## src/rtl/gpia_port_if.sv

```systemverilog
// Bus-side signals of the GPIA port: register write strobes, data and readback.
interface gpia_port_if #(
  parameter int WIDTH = 64
);
  logic                 we_i;
  logic [1:0]           reg_i;
  logic [1:0]           mode_i;
  logic [WIDTH/8-1:0]   stb_i;
  logic [WIDTH-1:0]     d_i;
  logic [WIDTH-1:0]     dat_o;

  modport master (output we_i, reg_i, mode_i, stb_i, d_i, input dat_o);
  modport slave  (input we_i, reg_i, mode_i, stb_i, d_i, output dat_o);
endinterface

```

## src/rtl/gpia_port.sv

```systemverilog
// GPIA port: lane-strobed output register with write/set/clear/toggle, synchronised inputs with
// polarity-selectable edge capture (W1C). Define GPIA_IRQ_EN to add the IEN register and irq_o.
module gpia_port #(
  parameter int WIDTH = 64,
  parameter int LANES = WIDTH / 8
) (
  input  logic             clk_i,
  input  logic             res_i,
  gpia_port_if.slave       bus,
  input  logic [WIDTH-1:0] pin_i,
  output logic [WIDTH-1:0] q_o,
  output logic             irq_o
);

  logic [WIDTH-1:0] s1, s2, prev;
  logic [WIDTH-1:0] edge_st, pol, ien;
  logic [WIDTH-1:0] bmask, dm, q_nxt, ev, w1c;
  logic             wr;

  always_comb begin
    bmask = '0;
    for (int k = 0; k < LANES; k++) begin
      bmask[8*k +: 8] = {8{bus.stb_i[k]}};
    end
  end

  assign wr = bus.we_i & (|bus.stb_i);
  assign dm = bus.d_i & bmask;

  always_comb begin
    q_nxt = q_o;
    case (bus.mode_i)
      2'd0: q_nxt = (q_o & ~bmask) | dm;
      2'd1: q_nxt = q_o | dm;
      2'd2: q_nxt = q_o & ~dm;
      2'd3: q_nxt = q_o ^ dm;
      default: q_nxt = q_o;
    endcase
  end

  // Detection looks only at s2 vs prev, so a POL write never fabricates an event.
  assign ev  = (pol & s2 & ~prev) | (~pol & ~s2 & prev);
  assign w1c = (wr && bus.reg_i == 2'd1) ? dm : '0;

  always_ff @(posedge clk_i or negedge res_i) begin
    if (!res_i) begin
      s1        <= '0;
      s2        <= '0;
      prev      <= '0;
      edge_st   <= '0;
      pol       <= '0;
      q_o       <= '0;
      bus.dat_o <= '0;
    end else begin
      s1   <= pin_i;
      s2   <= s1;
      prev <= s2;
      // A new event outranks a same-cycle clear.
      edge_st <= (edge_st & ~w1c) | ev;
      if (wr && bus.reg_i == 2'd0) q_o <= q_nxt;
      if (wr && bus.reg_i == 2'd2) pol <= (pol & ~bmask) | dm;
      case (bus.reg_i)
        2'd0:    bus.dat_o <= q_o;
        2'd1:    bus.dat_o <= edge_st;
        2'd2:    bus.dat_o <= pol;
        default: bus.dat_o <= ien;
      endcase
    end
  end

`ifdef GPIA_IRQ_EN
  always_ff @(posedge clk_i or negedge res_i) begin
    if (!res_i) begin
      ien   <= '0;
      irq_o <= 1'b0;
    end else begin
      if (wr && bus.reg_i == 2'd3) ien <= (ien & ~bmask) | dm;
      irq_o <= |(edge_st & ien);
    end
  end
`else
  assign ien   = '0;
  assign irq_o = 1'b0;
`endif

endmodule

```

## src/flat_wrapper.sv

```systemverilog
// flat-port wrapper written by rule: the top's interface ports become plain ports
module gpia_port_flat 
#(
  parameter int WIDTH = 64,
  parameter int LANES = WIDTH / 8
)
  (clk_i, res_i, pin_i, q_o, irq_o, bus_we_i, bus_reg_i, bus_mode_i, bus_stb_i, bus_d_i, bus_dat_o);
  gpia_port_if #(.WIDTH(WIDTH)) bus_i ();
  input  logic clk_i;
  input  logic res_i;
  input  logic [WIDTH-1:0] pin_i;
  output logic [WIDTH-1:0] q_o;
  output logic irq_o;
  input wire logic [$bits(bus_i.we_i)-1:0] bus_we_i;
  input wire logic [$bits(bus_i.reg_i)-1:0] bus_reg_i;
  input wire logic [$bits(bus_i.mode_i)-1:0] bus_mode_i;
  input wire logic [$bits(bus_i.stb_i)-1:0] bus_stb_i;
  input wire logic [$bits(bus_i.d_i)-1:0] bus_d_i;
  output wire logic [$bits(bus_i.dat_o)-1:0] bus_dat_o;
  assign bus_i.we_i = bus_we_i;
  assign bus_i.reg_i = bus_reg_i;
  assign bus_i.mode_i = bus_mode_i;
  assign bus_i.stb_i = bus_stb_i;
  assign bus_i.d_i = bus_d_i;
  assign bus_dat_o = bus_i.dat_o;
  gpia_port #(.WIDTH(WIDTH), .LANES(LANES)) u_core (.clk_i(clk_i), .res_i(res_i), .bus(bus_i), .pin_i(pin_i), .q_o(q_o), .irq_o(irq_o));
endmodule
```

## config.mk

```make
export PLATFORM = sky130hd
export DESIGN_NAME = gpia_port_flat
export DESIGN_NICKNAME = d
export VERILOG_FILES = /design/src/rtl/gpia_port_if.sv /design/src/rtl/gpia_port.sv /design/src/flat_wrapper.sv
export SDC_FILE = /design/constraint.sdc
export NUM_CORES = 1
export LEC_CHECK = 0
export CAP_MARGIN = 20
export CORE_MARGIN = 4
export CORE_UTILIZATION = 23
export CTS_BUF_LIST = sky130_fd_sc_hd__clkbuf_2 sky130_fd_sc_hd__clkbuf_4 sky130_fd_sc_hd__clkbuf_8
export DETAILED_ROUTE_END_ITERATION = 16
export GPL_TIMING_DRIVEN = 0
export PLACE_DENSITY_LB_ADDON = 0.12
export REMOVE_ABC_BUFFERS = 1
export SETUP_SLACK_MARGIN = 0.15
export SLEW_MARGIN = 0
export SYNTH_ARGS = -nofsm -noshare
export SYNTH_HDL_FRONTEND = slang
export SYNTH_SLANG_ARGS = --single-unit
```

## constraint.sdc

```tcl
create_clock -name clk_i -period 2.7 [get_ports clk_i]
set_input_delay 0.405 -clock clk_i [delete_from_list [all_inputs] [get_ports clk_i]]
set_output_delay 0.405 -clock clk_i [all_outputs]
set_load 0.03 [all_outputs]
```

==> qor.csv, run 1 <==
metric;value;unit
antenna viol nets, final;0;
CTS root buffer;clkbuf_8;
largest net degree at the start of global routing;111;
Power Internal;13.8;mW
hold crit path type;primary input to flip-flop;
Die Height;288;um
First DRT Iteration DRCs;566;
Num CTS Buffers;89;
CP delay by family, top;buffers and inverters;
Final Hold Slack;0.180;ns
mean post-synth cell area;11.6;um^2
Max stage delay on crit path;0.69;ns
Sw Share;0.299;
initial antenna violation count;11;
register area share after synthesis;0.622;
CTS Sinks;448;
Post-Synth XOR/XNOR Area;0;
critical path peak fanout;11;
Worst Path Arrival;3.02;ns
largest family of logic cells by synthesized area;compound AO/OA/AOI/OAI gates;
Max VDD drop;0.350;mV
share of cells above drive strength 1;0.137;
maxcap violations;0;
status;finished clean;
most frequent CP cell;buf_8;
Filler Cells Inserted;7955;
Slew Limit Fails;0;
CTS tree;done;
final cell count without fillers;2982;
Detailed Route WL;55.7;mm
Cells after Synth;1551;
Logic pwr share;0.197;
DRC;0;
Synth Warn #;0;
WP buf/inv;4;
Die ar.;0.0829;mm^2
Hold Vio Cnt, Final;0;
row count;102;
Synth Cell Area;0.0180;mm^2
first-pass GRT wire length;85.5;mm
routed len/inst;18.7;um
critical path capture point type;flip-flop;
GR Overflow Total;0;
clk slew on worst S/H paths;0.06;ns
R2R Setup Slk;1.28;ns
Yosys reg bits;448;
CP max-delay cell;dlygate4sd2_1;
Achievable Freq;404;MHz
RSZ-0062 raised after global routing;no;
GRT Total Usage;0.135;
share of power burned in registers;0.420;
Pre-antenna DRT Iters;6;
die width;288;um
Static Leak;10.2;nW
Reg area;0.0112;mm^2
fin crit share;0.916;
Max clock buf depth;3;
Max-Slew Margin vs Limit;0.462;
pwr dens;812;mW/mm^2
CP startpoint kind;primary input;
Synth cell types;21;
# port buffers;270;
Synth-to-Final Area Change;34.5;%
Final Critical Period;2.47;ns
critical path required time;3.24;ns
mux share of post-synthesis cell area;0.0755;
commonest non-fill, non-tap cell in the layout;dfrtp_1;
area of the multi-input gates;0.00654;mm^2
Top Ports;272;
placed cell count;2807;
critical-path cell list;dlygate4sd2_1 -> nor4_1 -> a2111oi_4 -> buf_8 -> buf_8 -> buf_6 -> o21ai_2 -> a22o_1;
vias in the first global route;13800;
Vias;13000;
commonest non-fill, non-tap cells in the layout;dfrtp_1 (448), nand2_1 (292), clkdlybuf4s50_1 (257);
Clk pwr share;0.382;
H-tree depth;3;
P_sw;5.89;mW
Final setup violation count;0;
GPL Wtd Cong;0.701;
Core ar.;0.0776;mm^2
simple-gate portion of the synthesized area;0.104;
Synth Area in Compound Gates;0.138;
Vias/cell;4.35;
nets;2073;
DPL Wire Length;35.8;mm
final setup skew;0.0367;ns
Worst Tran Pin Value;0.807;ns
adder-cell area share of the yosys netlist;0.0444;
clk_lat worst skew;0.66;ns
Crit Path Class;primary input to flip-flop;
initial core utilization;0.232;
-- cells by family after synthesis --
group,count (synthesis)
AO/OA/AOI/OAI,393
other,1
buffers and inverters,75
multiplexers,128
adder cells (fa/ha/maj),64
AND/OR/NAND/NOR,442
flip-flops,448
-- power by group through the flow --
stage	logic [mW]	clock network, mW	registers [mW]
floorplan	1.35	0	8.98
global placement	3.90	0	8.40
detailed placement	3.95	0	8.39
CTS	3.97	7.89	8.28
global route	4.29	8.18	8.40
finish	3.89	7.53	8.27
-- synthesized netlist by cell type --
cell | number | area (um^2)
nor2b_1 | 81 | 507
ha_1 | 64 | 801
nor4_1 | 2 | 12.5
o211ai_1 | 92 | 691
conb_1 | 1 | 3.75
mux2i_1 | 64 | 641
buf_2 | 10 | 50.1
buf_1 | 2 | 7.51
dfrtp_1 | 448 | 11200
mux2_2 | 64 | 721
a2111oi_4 | 1 | 27.5
o21ai_2 | 6 | 52.6
o21ai_1 | 2 | 10.0
a22o_1 | 64 | 561
nor2_1 | 65 | 244
o21ai_0 | 228 | 1140
nand2_1 | 293 | 1100
clkbuf_1 | 61 | 229
inv_1 | 1 | 3.75
buf_4 | 1 | 7.51
nand4b_1 | 1 | 8.76
-- per-layer routing --
metal,GRT usage,part of all wire,up-vias
li1,-,-,6095
met1,0.175,0.45,6454
met2,0.217,0.47,301
met3,0.0378,0.055,111
met4,0.0448,0.027,4
met5,0,0.00048,-
-- repair_timing --
item | CTS | global route
buffers inserted | 3 | 4
setup endpoints to repair | 64 | 19
gates resized for setup | 8 | 2
gates cloned | 0 | 0
hold endpoints to repair | 62 | 0
pin swaps | 1 | 0
hold buffers | 1 | 0
-- path summary, 6_finish.rpt --
path,start,depth (start not counted),endpoint
worst min register to register,u_core.s1[28]$_DFF_PN0_,0,u_core.s2[28]$_DFF_PN0_
worst max register to register,u_core.q_o[23]$_DFFE_PN0P_,5,u_core.q_o[23]$_DFFE_PN0P_
worst max-delay path,bus_stb_i[1],8,u_core.q_o[46]$_DFFE_PN0P_
min in group asynchronous,res_i,2,u_core.edge_st[12]$_DFF_PN0_
worst min-delay path,pin_i[4],1,u_core.s1[4]$_DFF_PN0_
max in group asynchronous,res_i,4,u_core.s1[28]$_DFF_PN0_
-- layout make-up --
type	instances	area share
tap	1040	0.0537
antenna	9	0.000929
inverter	1	0.000155
clock buffer	148	0.0752
clock inverter	10	0.00593
timing repair buffer	298	0.132
sequential	448	0.462
multi-input combinational	1028	0.270
-- metrics by stage --
step | util | cell area [um^2] | worst slack [ns] | power (mW) | setup TNS, ns
floorplan | - | 17700 | -1.84 | 10.3 | -164.92
global placement | 0.280 | 21700 | -20.41 | 12.3 | -
detailed placement | 0.286 | 22200 | -1.23 | 12.3 | -91.71
CTS | 0.312 | 24200 | 0.181 | 20.1 | 0
global route | 0.312 | 24200 | 0.168 | 20.9 | 0
finish | 0.313 | 24300 | 0.226 | 19.7 | 0
Power figures use the tool's default switching activity.
==> run 2: changes to the inputs <==
- CELL_PAD_IN_SITES_DETAIL_PLACEMENT: not set -> 0
- CELL_PAD_IN_SITES_GLOBAL_PLACEMENT: not set -> 1
==> qor.csv, run 2 (same netlist as run 1, synthesis figures left out) <==
metric;value;unit;change
Die ar.;0.0829;mm^2;unchanged
R2R Setup Slk;1.32;ns;+0.04 ns
Max stage delay on crit path;0.85;ns;+0.16 ns
Core ar.;0.0776;mm^2;unchanged
CTS Sinks;448;;unchanged
Critical Path Sink;u_core.q_o[50]$_DFFE_PN0P_;;
commonest non-fill, non-tap cells in the layout;dfrtp_1 (448), nand2_1 (292), clkdlybuf4s50_1 (258);;
CP max-delay cell;clkdlybuf4s50_1;;
HP Start;pin_i[55];;
vias in the first global route;13600;;-1.4%
Static Leak;10.1;nW;-0.53%
initial core utilization;0.232;;unchanged
GRT Total Usage;0.135;;about the same
Slew Limit Fails;0;;unchanged
hold crit path type;primary input to flip-flop;;
Top Ports;272;;unchanged
initial antenna violation count;5;;-6
critical-path cell list;clkdlybuf4s50_1 -> nor4_1 -> a2111oi_4 -> buf_8 -> buf_8 -> buf_8 -> buf_6 -> o21ai_2 -> a22o_1;;
critical path peak fanout;11;;unchanged
Hold Vio Cnt, Final;0;;unchanged
CP startpoint kind;primary input;;
clk slew on worst S/H paths;0.05;ns;about the same
Max-Slew Margin vs Limit;0.440;;-0.0220
Clk pwr share;0.369;;-0.013
CTS tree;done;;
Vias;12900;;-0.57%
Final setup violation count;0;;unchanged
# port buffers;270;;unchanged
Final Hold Slack;0.188;ns;+0.00785 ns
most frequent CP cell;buf_8;;
R2R depth;5;;unchanged
Power Internal;13.4;mW;-2.8%
Final Critical Period;2.50;ns;+0.0213 ns
row count;102;;unchanged
DPL Wire Length;35.3;mm;-1.4%
Reg area;0.0112;mm^2;unchanged
P_sw;5.83;mW;-1.0%
first-pass GRT wire length;85.6;mm;+0.13%
pwr dens;799;mW/mm^2;-1.5%
fin crit share;0.924;;+0.00790
H-tree depth;3;;unchanged
Num CTS Buffers;89;;unchanged
reg2reg end;u_core.q_o[31]$_DFFE_PN0P_;;
CP Launch Point;bus_stb_i[0];;
antenna viol nets, final;0;;unchanged
Logic pwr share;0.202;;+0.005
GPL Wtd Cong;0.708;;+0.93%
setup TNS;0;ns;unchanged
Achievable Freq;401;MHz;-0.85%
commonest non-fill, non-tap cell in the layout;dfrtp_1;;
placed cell count;2806;;-0.036%
Filler Cells Inserted;8003;;+0.60%
share of power burned in registers;0.430;;+0.010
First DRT Iteration DRCs;590;;+4.2%
maxcap violations;0;;unchanged
Vias/cell;4.34;;about the same
die width;288;um;unchanged
Die Height;288;um;unchanged
nets;2070;;-0.14%
GR Overflow Total;0;;unchanged
status;finished clean;;
critical path capture point type;flip-flop;;
Pre-antenna DRT Iters;5;;-1
final cell count without fillers;2967;;-0.50%
Worst Tran Pin Value;0.834;ns;+0.0274 ns
RSZ-0062 raised after global routing;no;;
Crit Path Class;primary input to flip-flop;;
hold path depth;1;;unchanged
largest net degree at the start of global routing;108;;-2.7%
clk_lat worst skew;0.65;ns;about the same
critical path required time;3.24;ns;about the same
Sw Share;0.303;;+0.00377
CTS root buffer;clkbuf_8;;
Max VDD drop;0.574;mV;+64%
Detailed Route WL;55.9;mm;+0.32%
DRC;0;;unchanged
Max clock buf depth;3;;unchanged
area of the multi-input gates;0.00655;mm^2;+0.13%
final setup skew;0.0294;ns;-0.00729 ns
share of cells above drive strength 1;0.133;;-0.00404
Synth-to-Final Area Change;33.5;%;
routed len/inst;18.8;um;+0.83%
Reg-to-Reg Start;u_core.q_o[31]$_DFFE_PN0P_;;
Worst Path Arrival;3.03;ns;about the same
## run 2: cell types whose count changed in the layout (fill, tap and decap cells not counted), moves of 2 or more
| cell | delta |
|---|---|
| clkbuf_8 | -7 |
| inv_8 | -2 |
| inv_6 | +2 |
| dlymetal6s2s_1 | +4 |
| diode_2 | -6 |
| clkinv_2 | +9 |
| dlygate4sd2_1 | -4 |
| clkbuf_4 | -5 |
## run 2: metrics by stage
step                 util  power, mW  instance area [um^2]  setup WS, ns
floorplan               -       10.3                 17700         -1.84
global placement    0.280       12.3                 21700        -20.64
detailed placement  0.286       12.3                 22200         -1.16
CTS                 0.310       19.7                 24000         0.185
global route        0.310       20.4                 24100         0.152
finish              0.310       19.2                 24100         0.205
## run 2: worst max-delay path, delay by kind of cell
family                 cells  cell delay (ns)
buffers and inverters      5             1.53
AOI/OAI and AO/OA          3             0.90
and+or+nand+nor            1             0.18
## run 2: layout make-up
type,count,share of cell area
tap,1040,0.0541
timing repair buffer,295,0.132
inverter,1,0.000156
clock buffer,136,0.0702
multi-input combinational,1028,0.272
antenna,3,0.000312
clock inverter,16,0.00541
sequential,448,0.466
## run 2: worst min-delay path by stage
stage                                 end  slack, ns
2_1_floorplan  asynchronous set/reset pin       0.11
4_1_cts           u_core.s1[55]$_DFF_PN0_       0.09
6_report          u_core.s1[55]$_DFF_PN0_       0.19
3_5_place_dp   asynchronous set/reset pin       0.30
3_3_place_gp       u_core.s2[0]$_DFF_PN0_       0.33
5_1_grt           u_core.s1[55]$_DFF_PN0_        0.1
## run 2: repair_timing
item,CTS,global route
setup buffers,2,3
hold endpoints to repair,58,0
gates resized for setup,4,5
cloned,0,0
hold buffers,1,0
pin swaps,1,0
endpoints found under the setup margin,64,11
## run 2: layer usage
layer | up-vias | track usage | wire length (um)
met5 | - | 0 | 34
met4 | 4 | 0.0382 | 1250
met3 | 100 | 0.0357 | 2920
met2 | 298 | 0.214 | 25800
met1 | 6417 | 0.181 | 25900
li1 | 6072 | - | -
## run 2: power by group through the flow
stage                     clock network [mW]  logic, mW  registers, mW
after detailed placement                   0       3.94           8.39
after floorplan                            0       1.35           8.98
after CTS                               7.46       3.97           8.29
after global placement                     0       3.92           8.41
after global routing                    7.76       4.28           8.40
final                                   7.09       3.88           8.27
